[config.mk]
export PLATFORM = sky130hd
export DESIGN_NAME = lsq_commit_queue
export DESIGN_NICKNAME = d
export VERILOG_FILES = /design/src/rtl/lsq_commit_queue.sv
export SDC_FILE = /design/constraint.sdc
export NUM_CORES = 1
export LEC_CHECK = 0
export BUFFER_PORTS_ARGS = -buffer_cell sky130_fd_sc_hd__buf_2
export CAP_MARGIN = 30
export CORE_AREA = 2 2 414 416
export CTS_BUF_LIST = sky130_fd_sc_hd__clkbuf_4 sky130_fd_sc_hd__clkbuf_8 sky130_fd_sc_hd__clkbuf_16
export DETAILED_ROUTE_END_ITERATION = 12
export DIE_AREA = 0 0 416 418
export PLACE_DENSITY = 0.45
export SLEW_MARGIN = 0
export SYNTH_ARGS = -nofsm -noshare
export SYNTH_HDL_FRONTEND = slang
export SYNTH_SLANG_ARGS = --single-unit
[constraint.sdc]
create_clock -name clk -period 17.3 [get_ports clk]
set_input_delay 1.73 -clock clk [delete_from_list [all_inputs] [get_ports clk]]
set_output_delay 1.73 -clock clk [all_outputs]
set_load 0.02 [all_outputs]
[src/rtl/lsq_commit_queue.sv]
// lsq_commit_queue: in-order load/store queue; speculative non-I/O loads, commit-gated stores and I/O loads
// Ports: clk, rst (async, active-low); clear = mispredict flush from ROB;
//        in_* = enqueue from LSB RS, full = back-pressure (free entries <= SLACK);
//        rob_commit = oldest uncommitted LS instruction committed;
//        mem_* = single outstanding memory transaction from the head;
//        cdb_* = one-cycle result broadcast (stores broadcast zero).
module lsq_commit_queue #(
    parameter int          DEPTH   = 16,
    parameter int          TAG_W   = 4,
    parameter int          SLACK   = 2,
    parameter logic [31:0] IO_BASE = 32'h0003_0000
) (
    input  logic             clk,
    input  logic             rst,
    input  logic             clear,
    input  logic             in_valid,
    input  logic             in_is_store,
    input  logic [2:0]       in_funct3,
    input  logic [31:0]      in_base,
    input  logic [31:0]      in_imm,
    input  logic [31:0]      in_sdata,
    input  logic [TAG_W-1:0] in_tag,
    output logic             full,
    input  logic             rob_commit,
    output logic             mem_req,
    output logic             mem_we,
    output logic [31:0]      mem_addr,
    output logic [2:0]       mem_len,
    output logic [31:0]      mem_wdata,
    input  logic             mem_done,
    input  logic [31:0]      mem_rdata,
    output logic             cdb_valid,
    output logic [TAG_W-1:0] cdb_tag,
    output logic [31:0]      cdb_data
);
    localparam int AW = $clog2(DEPTH);
    typedef logic [AW-1:0]        ptr_t;
    typedef logic [AW:0]          cnt_t;
    typedef logic signed [AW+1:0] crd_t;
    typedef enum logic [1:0] {IDLE, BUSY, DRAIN} state_t;

    logic [31:0]      r_addr  [DEPTH];
    logic [31:0]      r_sdata [DEPTH];
    logic             r_st    [DEPTH];
    logic [2:0]       r_f3    [DEPTH];
    logic [TAG_W-1:0] r_tag   [DEPTH];
    state_t           r_state;
    ptr_t             r_head, r_tail;
    cnt_t             r_count;
    // Commits seen minus entries popped; goes negative while completed speculative loads await commit.
    crd_t             r_credit;

    logic             w_st, w_io, w_cmt, w_enq, w_issue, w_pop;
    logic [2:0]       w_f3, w_len;
    logic [31:0]      w_addr, w_sdata, w_wdata, w_ext;
    logic [TAG_W-1:0] w_tag;
    crd_t             w_keep;

    assign w_st    = r_st[r_head];
    assign w_f3    = r_f3[r_head];
    assign w_addr  = r_addr[r_head];
    assign w_sdata = r_sdata[r_head];
    assign w_tag   = r_tag[r_head];
    assign w_io    = !w_st && (w_addr >= IO_BASE);
    assign w_cmt   = !r_credit[AW+1] && (r_credit != '0);
    assign w_keep  = w_cmt ? r_credit : '0;
    assign full    = r_count >= cnt_t'(DEPTH - SLACK);
    assign w_enq   = in_valid && !clear && (r_count != cnt_t'(DEPTH));
    assign w_issue = (r_state == IDLE) && (r_count != '0) && !clear && ((!w_st && !w_io) || w_cmt);
    // A flushed speculative head still completes in memory but is neither popped nor broadcast.
    assign w_pop   = (r_state == BUSY) && mem_done && (!clear || w_cmt);
    assign w_len   = w_f3[1:0] == 2'b00 ? 3'b001 : w_f3[1:0] == 2'b01 ? 3'b010 : 3'b100;
    assign w_wdata = w_f3[1:0] == 2'b00 ? {24'b0, w_sdata[7:0]} :
                     w_f3[1:0] == 2'b01 ? {16'b0, w_sdata[15:0]} : w_sdata;
    // funct3[2] selects the unsigned variants, which suppress the sign fill.
    assign w_ext   = w_f3[1:0] == 2'b00 ? {{24{!w_f3[2] && mem_rdata[7]}}, mem_rdata[7:0]} :
                     w_f3[1:0] == 2'b01 ? {{16{!w_f3[2] && mem_rdata[15]}}, mem_rdata[15:0]} : mem_rdata;

    always_ff @(posedge clk) begin
        if (w_enq) begin
            r_addr[r_tail]  <= in_base + in_imm;
            r_sdata[r_tail] <= in_sdata;
            r_st[r_tail]    <= in_is_store;
            r_f3[r_tail]    <= in_funct3;
            r_tag[r_tail]   <= in_tag;
        end
    end

    always_ff @(posedge clk or negedge rst) begin
        if (!rst) begin
            r_state   <= IDLE;
            r_head    <= '0;
            r_tail    <= '0;
            r_count   <= '0;
            r_credit  <= '0;
            mem_req   <= 1'b0;
            mem_we    <= 1'b0;
            mem_addr  <= '0;
            mem_len   <= '0;
            mem_wdata <= '0;
            cdb_valid <= 1'b0;
            cdb_tag   <= '0;
            cdb_data  <= '0;
        end else begin
            r_head    <= r_head + ptr_t'(w_pop);
            r_tail    <= clear ? r_head + ptr_t'(w_keep) : r_tail + ptr_t'(w_enq);
            r_count   <= clear ? cnt_t'(w_keep) - cnt_t'(w_pop) : r_count + cnt_t'(w_enq) - cnt_t'(w_pop);
            r_credit  <= clear ? w_keep - crd_t'(w_pop) : r_credit + crd_t'(rob_commit) - crd_t'(w_pop);
            cdb_valid <= w_pop;
            cdb_tag   <= w_pop ? w_tag : '0;
            cdb_data  <= (w_pop && !w_st) ? w_ext : '0;
            if (w_issue) begin
                r_state   <= BUSY;
                mem_req   <= 1'b1;
                mem_we    <= w_st;
                mem_addr  <= w_addr;
                mem_len   <= w_len;
                mem_wdata <= w_st ? w_wdata : '0;
            end else if (r_state != IDLE && mem_done) begin
                r_state   <= IDLE;
                mem_req   <= 1'b0;
                mem_we    <= 1'b0;
                mem_addr  <= '0;
                mem_len   <= '0;
                mem_wdata <= '0;
            end else if (r_state == BUSY && clear && !w_cmt) begin
                r_state   <= DRAIN;
            end
        end
    end
endmodule

## Word level (Yosys, flattened, before mapping)

Memory sizes are Yosys's and may differ from the RTL's.
Cells that the tools add are included.
Widths: inputs -> output; s select.

| storage, ports and cells | value |
|---|---|
| memories | 5 |
| memory bits (writable) | 1152 |
| word-level logic and storage cells | 90 |
| input bits | 142 |
| output and inout port bits | 107 |
| bits in registers | 127 |

Memory list:

| memory | depth | bits a word | rd ports | clocked after Yosys merged registers in | write ports | line | text |
|---|---|---|---|---|---|---|---|
| r_addr | 16 | 32 | 1 | 0 | 1 | 42 | `logic [31:0] r_addr [DEPTH];` |
| r_sdata | 16 | 32 | 1 | 0 | 1 | 43 | `logic [31:0] r_sdata [DEPTH];` |
| r_tag | 16 | 4 | 1 | 0 | 1 | 46 | `logic [TAG_W-1:0] r_tag [DEPTH];` |
| r_f3 | 16 | 3 | 1 | 0 | 1 | 45 | `logic [2:0] r_f3 [DEPTH];` |
| r_st | 16 | 1 | 1 | 0 | 1 | 44 | `logic r_st [DEPTH];` |

| operators by class | value |
|---|---|
| reductions and logical operators | 31 |
| equal/unequal tests | 3 |
| add/sub/neg operators | 10 |
| order comparisons | 2 |
| mux-type cells | 26 |

Operators with widths:

| operator | number |
|---|---|
| $mux 32 | 9 |
| $add 32x32->32 | 1 |
| $ge 32x18->1 const B | 1 |
| $logic_and 1x1->1 | 16 |
| $mux 3 | 4 |
| $mux 6 | 2 |
| $sub 6x2->6 | 2 |
| $sub 5x1->5 | 2 |
| $add 4x1->4 | 2 |
| $mux 4 | 2 |
| $add 6x2->6 | 1 |
| $logic_not 1->1 | 6 |
| $mux 2 | 3 |
| $reduce_bool 6->1 | 1 |
| $add 5x1->5 | 1 |
| $ge 5x4->1 const B | 1 |
| $mux 1 | 5 |
| $mux 5 | 1 |
| $ne 5x5->1 const B | 1 |
| $reduce_bool 5->1 | 1 |
| $add 4x4->4 | 1 |
| $eq 2x1->1 const B | 2 |
| $logic_not 2->1 | 2 |
| $reduce_bool 2->1 | 2 |
| 2 further kinds | 3 |

## Longest topological paths before layout

An unclocked memory read counts as a cell.

| depth | value |
|---|---|
| word-level depth | 8 |
| depth in mapped cells | 18 |
| depth with buffers taken out | 18 |

## Least setup slack after synthesis

OpenSTA, ideal clock, no wires.

| path | value |
|---|---|
| kind | input to register |
| start | input clear |
| end | memory r_addr[0][0] (enable) |
| path buffers | 1 |
| stages on the path | 4 |
| setup slack | 9.303 ns |
| arrival time | 7.407 ns |
| data required time | 16.710 ns |
| setup time | 0.590 ns |
| cell sequence | clkbuf_1 -> nand3b_1 -> or3_1 -> nor3_1 |

| between the ends | value |
|---|---|
| word-level cells in the longest chain between the ends | 5 |

Ends and longest elaborated chain:

| item | line | text |
|---|---|---|
| from (decl) | 15 | `input logic clear,` |
| $logic_not 1->1 | 68 | `assign w_enq = in_valid && !clear && (r_count != cnt_t'(DEPTH));` |
| $logic_and 1x1->1 (2 in a row) | 68 |  |
| $mux 1 | 80 | `if (w_enq) begin` |
| $mux 1 (not written as such) | 81 | `r_addr[r_tail] <= in_base + in_imm;` |
| to (decl) | 42 |  |

No other way between the ends.

## Final worst setup path

| path | value |
|---|---|
| start | register r_head[2] |
| end | register mem_len[0] |

| between the ends | value |
|---|---|
| word-level cells in the longest chain between the ends | 8 |
| elaborated cells between the ends (all ways) | 14 |
| classes of those cells | 1 x order compare; 2 x mux; 8 x reduce/logical; 3 x memory |

Ends and longest elaborated chain:

| item | line | text |
|---|---|---|
| from (decl) | 48 | `ptr_t r_head, r_tail;` |
| from (signal assigned) | 105 | `r_head <= r_head + ptr_t'(w_pop);` |
| $mem_v2 16x32 or $mem_v2 16x1 (tied branches) | - |  |
| $ge 32x18->1 or $logic_not 1->1 (tied branches) | 64, 69 |  |
| $logic_and 1x1->1 | 64 | `assign w_io = !w_st && (w_addr >= IO_BASE);` |
| $logic_not 1->1 | 69 | `assign w_issue = (r_state == IDLE) && (r_count != '0) && !clear && ((!w_st && !w_io) \|\| w_cmt);` |
| $logic_and 1x1->1 | 69 |  |
| $logic_or 1x1->1 | 69 |  |
| $logic_and 1x1->1 | 69 |  |
| $mux 3 or $reduce_bool 2->1 (tied branches) | - |  |
| to (signal assigned) | 117 | `mem_len <= w_len;` |
| to (decl) | 28 | `output logic [2:0] mem_len,` |

Parallel ways exist; a longest one is shown, timed or not.
A chain may end at the register's enable or synchronous reset.

==> flow_summary.ini <==
[run_status]
outcome = finished clean

[power_and_ir_drop]
p_leak_nw = 20.2
irDropWorstVdd_uv = 116
pwr_density_cell_nw_per_um2 = 161

[global_routing]
grt_first_pass_wirelength_mm = 196
grt_use_total_pct = 15.8
antenna_found_initial = 17
grt_max_degree = 57
grt_pass1_vias = 26900
grt_overflow_total = 0

[cts]
clk_pin_slew_ps = 60
clkLatencyLatePin_ps = 770
cts-root-to-sink-buffers = 3
numCtsBuffers = 136
cts-hold-fix-buffers = 0
post_cts_resized = 0
post_cts_buffers = 0
cts_tree = built
clockRootBuffer = clkbuf_16
htreeDepth = 4
clock_sinks = 1279

[logic_synthesis]
yosysTopAreaCellShare_pct = 68.3
synthCells = 2446
synth_top_cell_by_area = edfxtp_1
synth-edff-count = 1152
synth_cell_types = 58
ys_seq_area_share_pct = 74.6
ys_warn_count = 0
ys.flop_type = edfxtp_1
synth_async_sr_flop_share_pct = 9.93
synth_nets = 2650
yosys-top-cells-area = edfxtp_1, mux4_2, dfrtp_1, ha_1, nand2_1
syn-cell-area_um2 = 50600
synth-seq-cells = 1279
syn-mean-instance-area_um2 = 20.7

[floorplan]
die_w_um = 416
start_util_pct = 29.9
io_pins = 249
row_count = 151
die_h_um = 418
die_area_um2 = 174000
core_um2 = 169000

[routing]
ant_nets = 0
viasPerCell = 4.95
drc = 0
drt_iter0_markers = 2194
avgRoutedWirePerCell_um = 26.7
vias = 25400
postRouteWirelength_mm = 137
dr.pass1.iters = 6

[timing]
finClkSkew_ps = 26.6
rsz0062_at_grt = no
fin_crit_sh_pct = 30.3
finalHoldViolations = 0
worstMarginPinSlew_ps = 1020
fmax_mhz = 191
setup_ws_ps = 12060
setup_viol = 0
setup_tns_ps = 0
period_minus_slack_ps = 5240
drv_slew = 0
slew-limit-headroom_pct = 32.0

[setup_path]
critPathRequiredTime_ps = 17940
r2r_slack_ps = 12060
slowest_stage = dfrtp_4
worst-setup-path-type = reg2reg
end_kind = flip-flop
r2r_start = r_head[2]
cp_slowest_stage_delay_ps = 750
path_buf_inv = 4
regToRegEndpoint = mem_len[0]
cp_top_family = buffers and inverters
cp-startpoint = r_head[2]
crit_fanout = 43
r2r_cells = 10
crit_top_cell = buf_4
path_cells = inv_2 > buf_4 > mux4_2 > or4_1 > nor4_1 > clkbuf_2 > nand4_1 > a21oi_4 > buf_4 > mux2_1
critPathArrivalTime_ps = 5880
start_kind = flip-flop

[finish]
syn_to_final_growth_pct = 17.8
nets = 3011
num-fill-cells = 15600
drive_gt1_share_pct = 32.4
register_area_um2 = 37800
multi_input_comb_area_um2 = 12200
stdcell_area_um2 = 59700

[placed_design]
dp.final_hpwl_mm = 75.5
globalplace.congestion = 0.752
dp_slack_ps = 11580
port_buffers = 248
place_area_um2 = 55000

[min_path]
whs_path_depth = 2
holdCritStartpoint = mem_wdata[22]
hold_end = mem_wdata[22]
hp-class = reg2reg

[job]
maxCapViolations = 0
metal layers:
metal  track usage [%]  vias to the layer above  routed length [um]
li1                  -                    10800                   -
met1              20.3                    13800               58000
met2              27.0                      637               69500
met3              3.00                      217                6580
met4              4.60                       12                3060
met5                 0                        -                  80
synth_stat cells (all sizes together), types with 17 or more instances:
cell    count
o21ai      82
dfrtp     127
nand3      36
o21a       17
a21oi      50
edfxtp   1152
inv        57
xnor2      25
nor2       50
mux2i      30
buf        54
mux2       21
ha         58
and2       30
clkbuf     61
nand2      98
mux4      343
nand4      17
per-stage QoR:
stage	util, %	cells	hold WS, ps	total power, mW
floorplan	-	2446	516	5.77
detailed placement	32.5	4881	512	6.78
CTS	35.2	5129	520	9.76
global route	35.3	5135	547	10.0
finish	35.3	5136	519	9.62
global placement	32.4	4864	502	6.69
report_power, final:
group | total, mW | switching [mW] | internal [mW]
clock | 2.96 | 1.19 | 1.77
sequential | 3.87 | 0.190 | 3.68
combinational | 2.79 | 1.56 | 1.22
total | 9.62 | 2.94 | 6.67
flip-flops by register name, indices dropped and copies added (netlist names), 6 cells and up:
signal     cells
r_addr       512
r_sdata      512
r_tag         64
r_f3          48
cdb_data      32
mem_addr      32
mem_wdata     32
r_st          16
r_credit       6
worst min-delay path, stage by stage (launching register included):
cell	delay [ps]
dfrtp_1	370
nand2_1	60
o21ai_1	50
cells by family after synthesis:
family                   share of synthesized area, %
flip-flops                                       74.6
buffers and inverters                            1.48
AO/OA/AOI/OAI                                    2.69
XOR/XNOR                                        0.640
multiplexers                                     16.3
adder cells (fa/ha/maj)                          1.59
AND/OR/NAND/NOR                                  2.67
worst max path at each step:
stage,end,slack (ps),cells after the start
2_1_floorplan,r_addr[0][0],9300,4
3_3_place_gp,mem_addr[12],11450,9
3_5_place_dp,mem_addr[10],11580,9
4_1_cts,mem_addr[10],11560,9
5_1_grt,mem_len[2],11760,10
6_report,mem_len[0],12060,10
cell type report:
type,count,area share (%)
antenna,1,0.00420
sequential,1279,63.3
multi-input combinational,995,20.5
timing repair buffer,338,3.45
inverter,57,0.359
clock buffer,175,6.46
tap,2218,4.65
clock inverter,73,1.20
cells in the final DEF, fill, tap and decap left out, types with 12 or more instances in the layout:
cell type / count
a221oi_1: 13
xnor2_1: 24
inv_1: 55
buf_4: 81
o21a_1: 17
ha_1: 58
nor2_4: 13
clkbuf_16: 142
buf_2: 247
dfrtp_1: 123
a21oi_1: 49
edfxtp_1: 1152
clkinv_2: 22
clkinv_1: 30
mux2i_1: 30
nand4_1: 17
nand2_1: 98
mux4_2: 343
xor2_1: 12
clkbuf_4: 25
o21ai_0: 71
nand3_1: 36
a21o_1: 12
mux2_2: 17
and2_1: 30
nor2_1: 37
bufinv_16: 13
No activity file was read; power rests on OpenSTA's default activity.
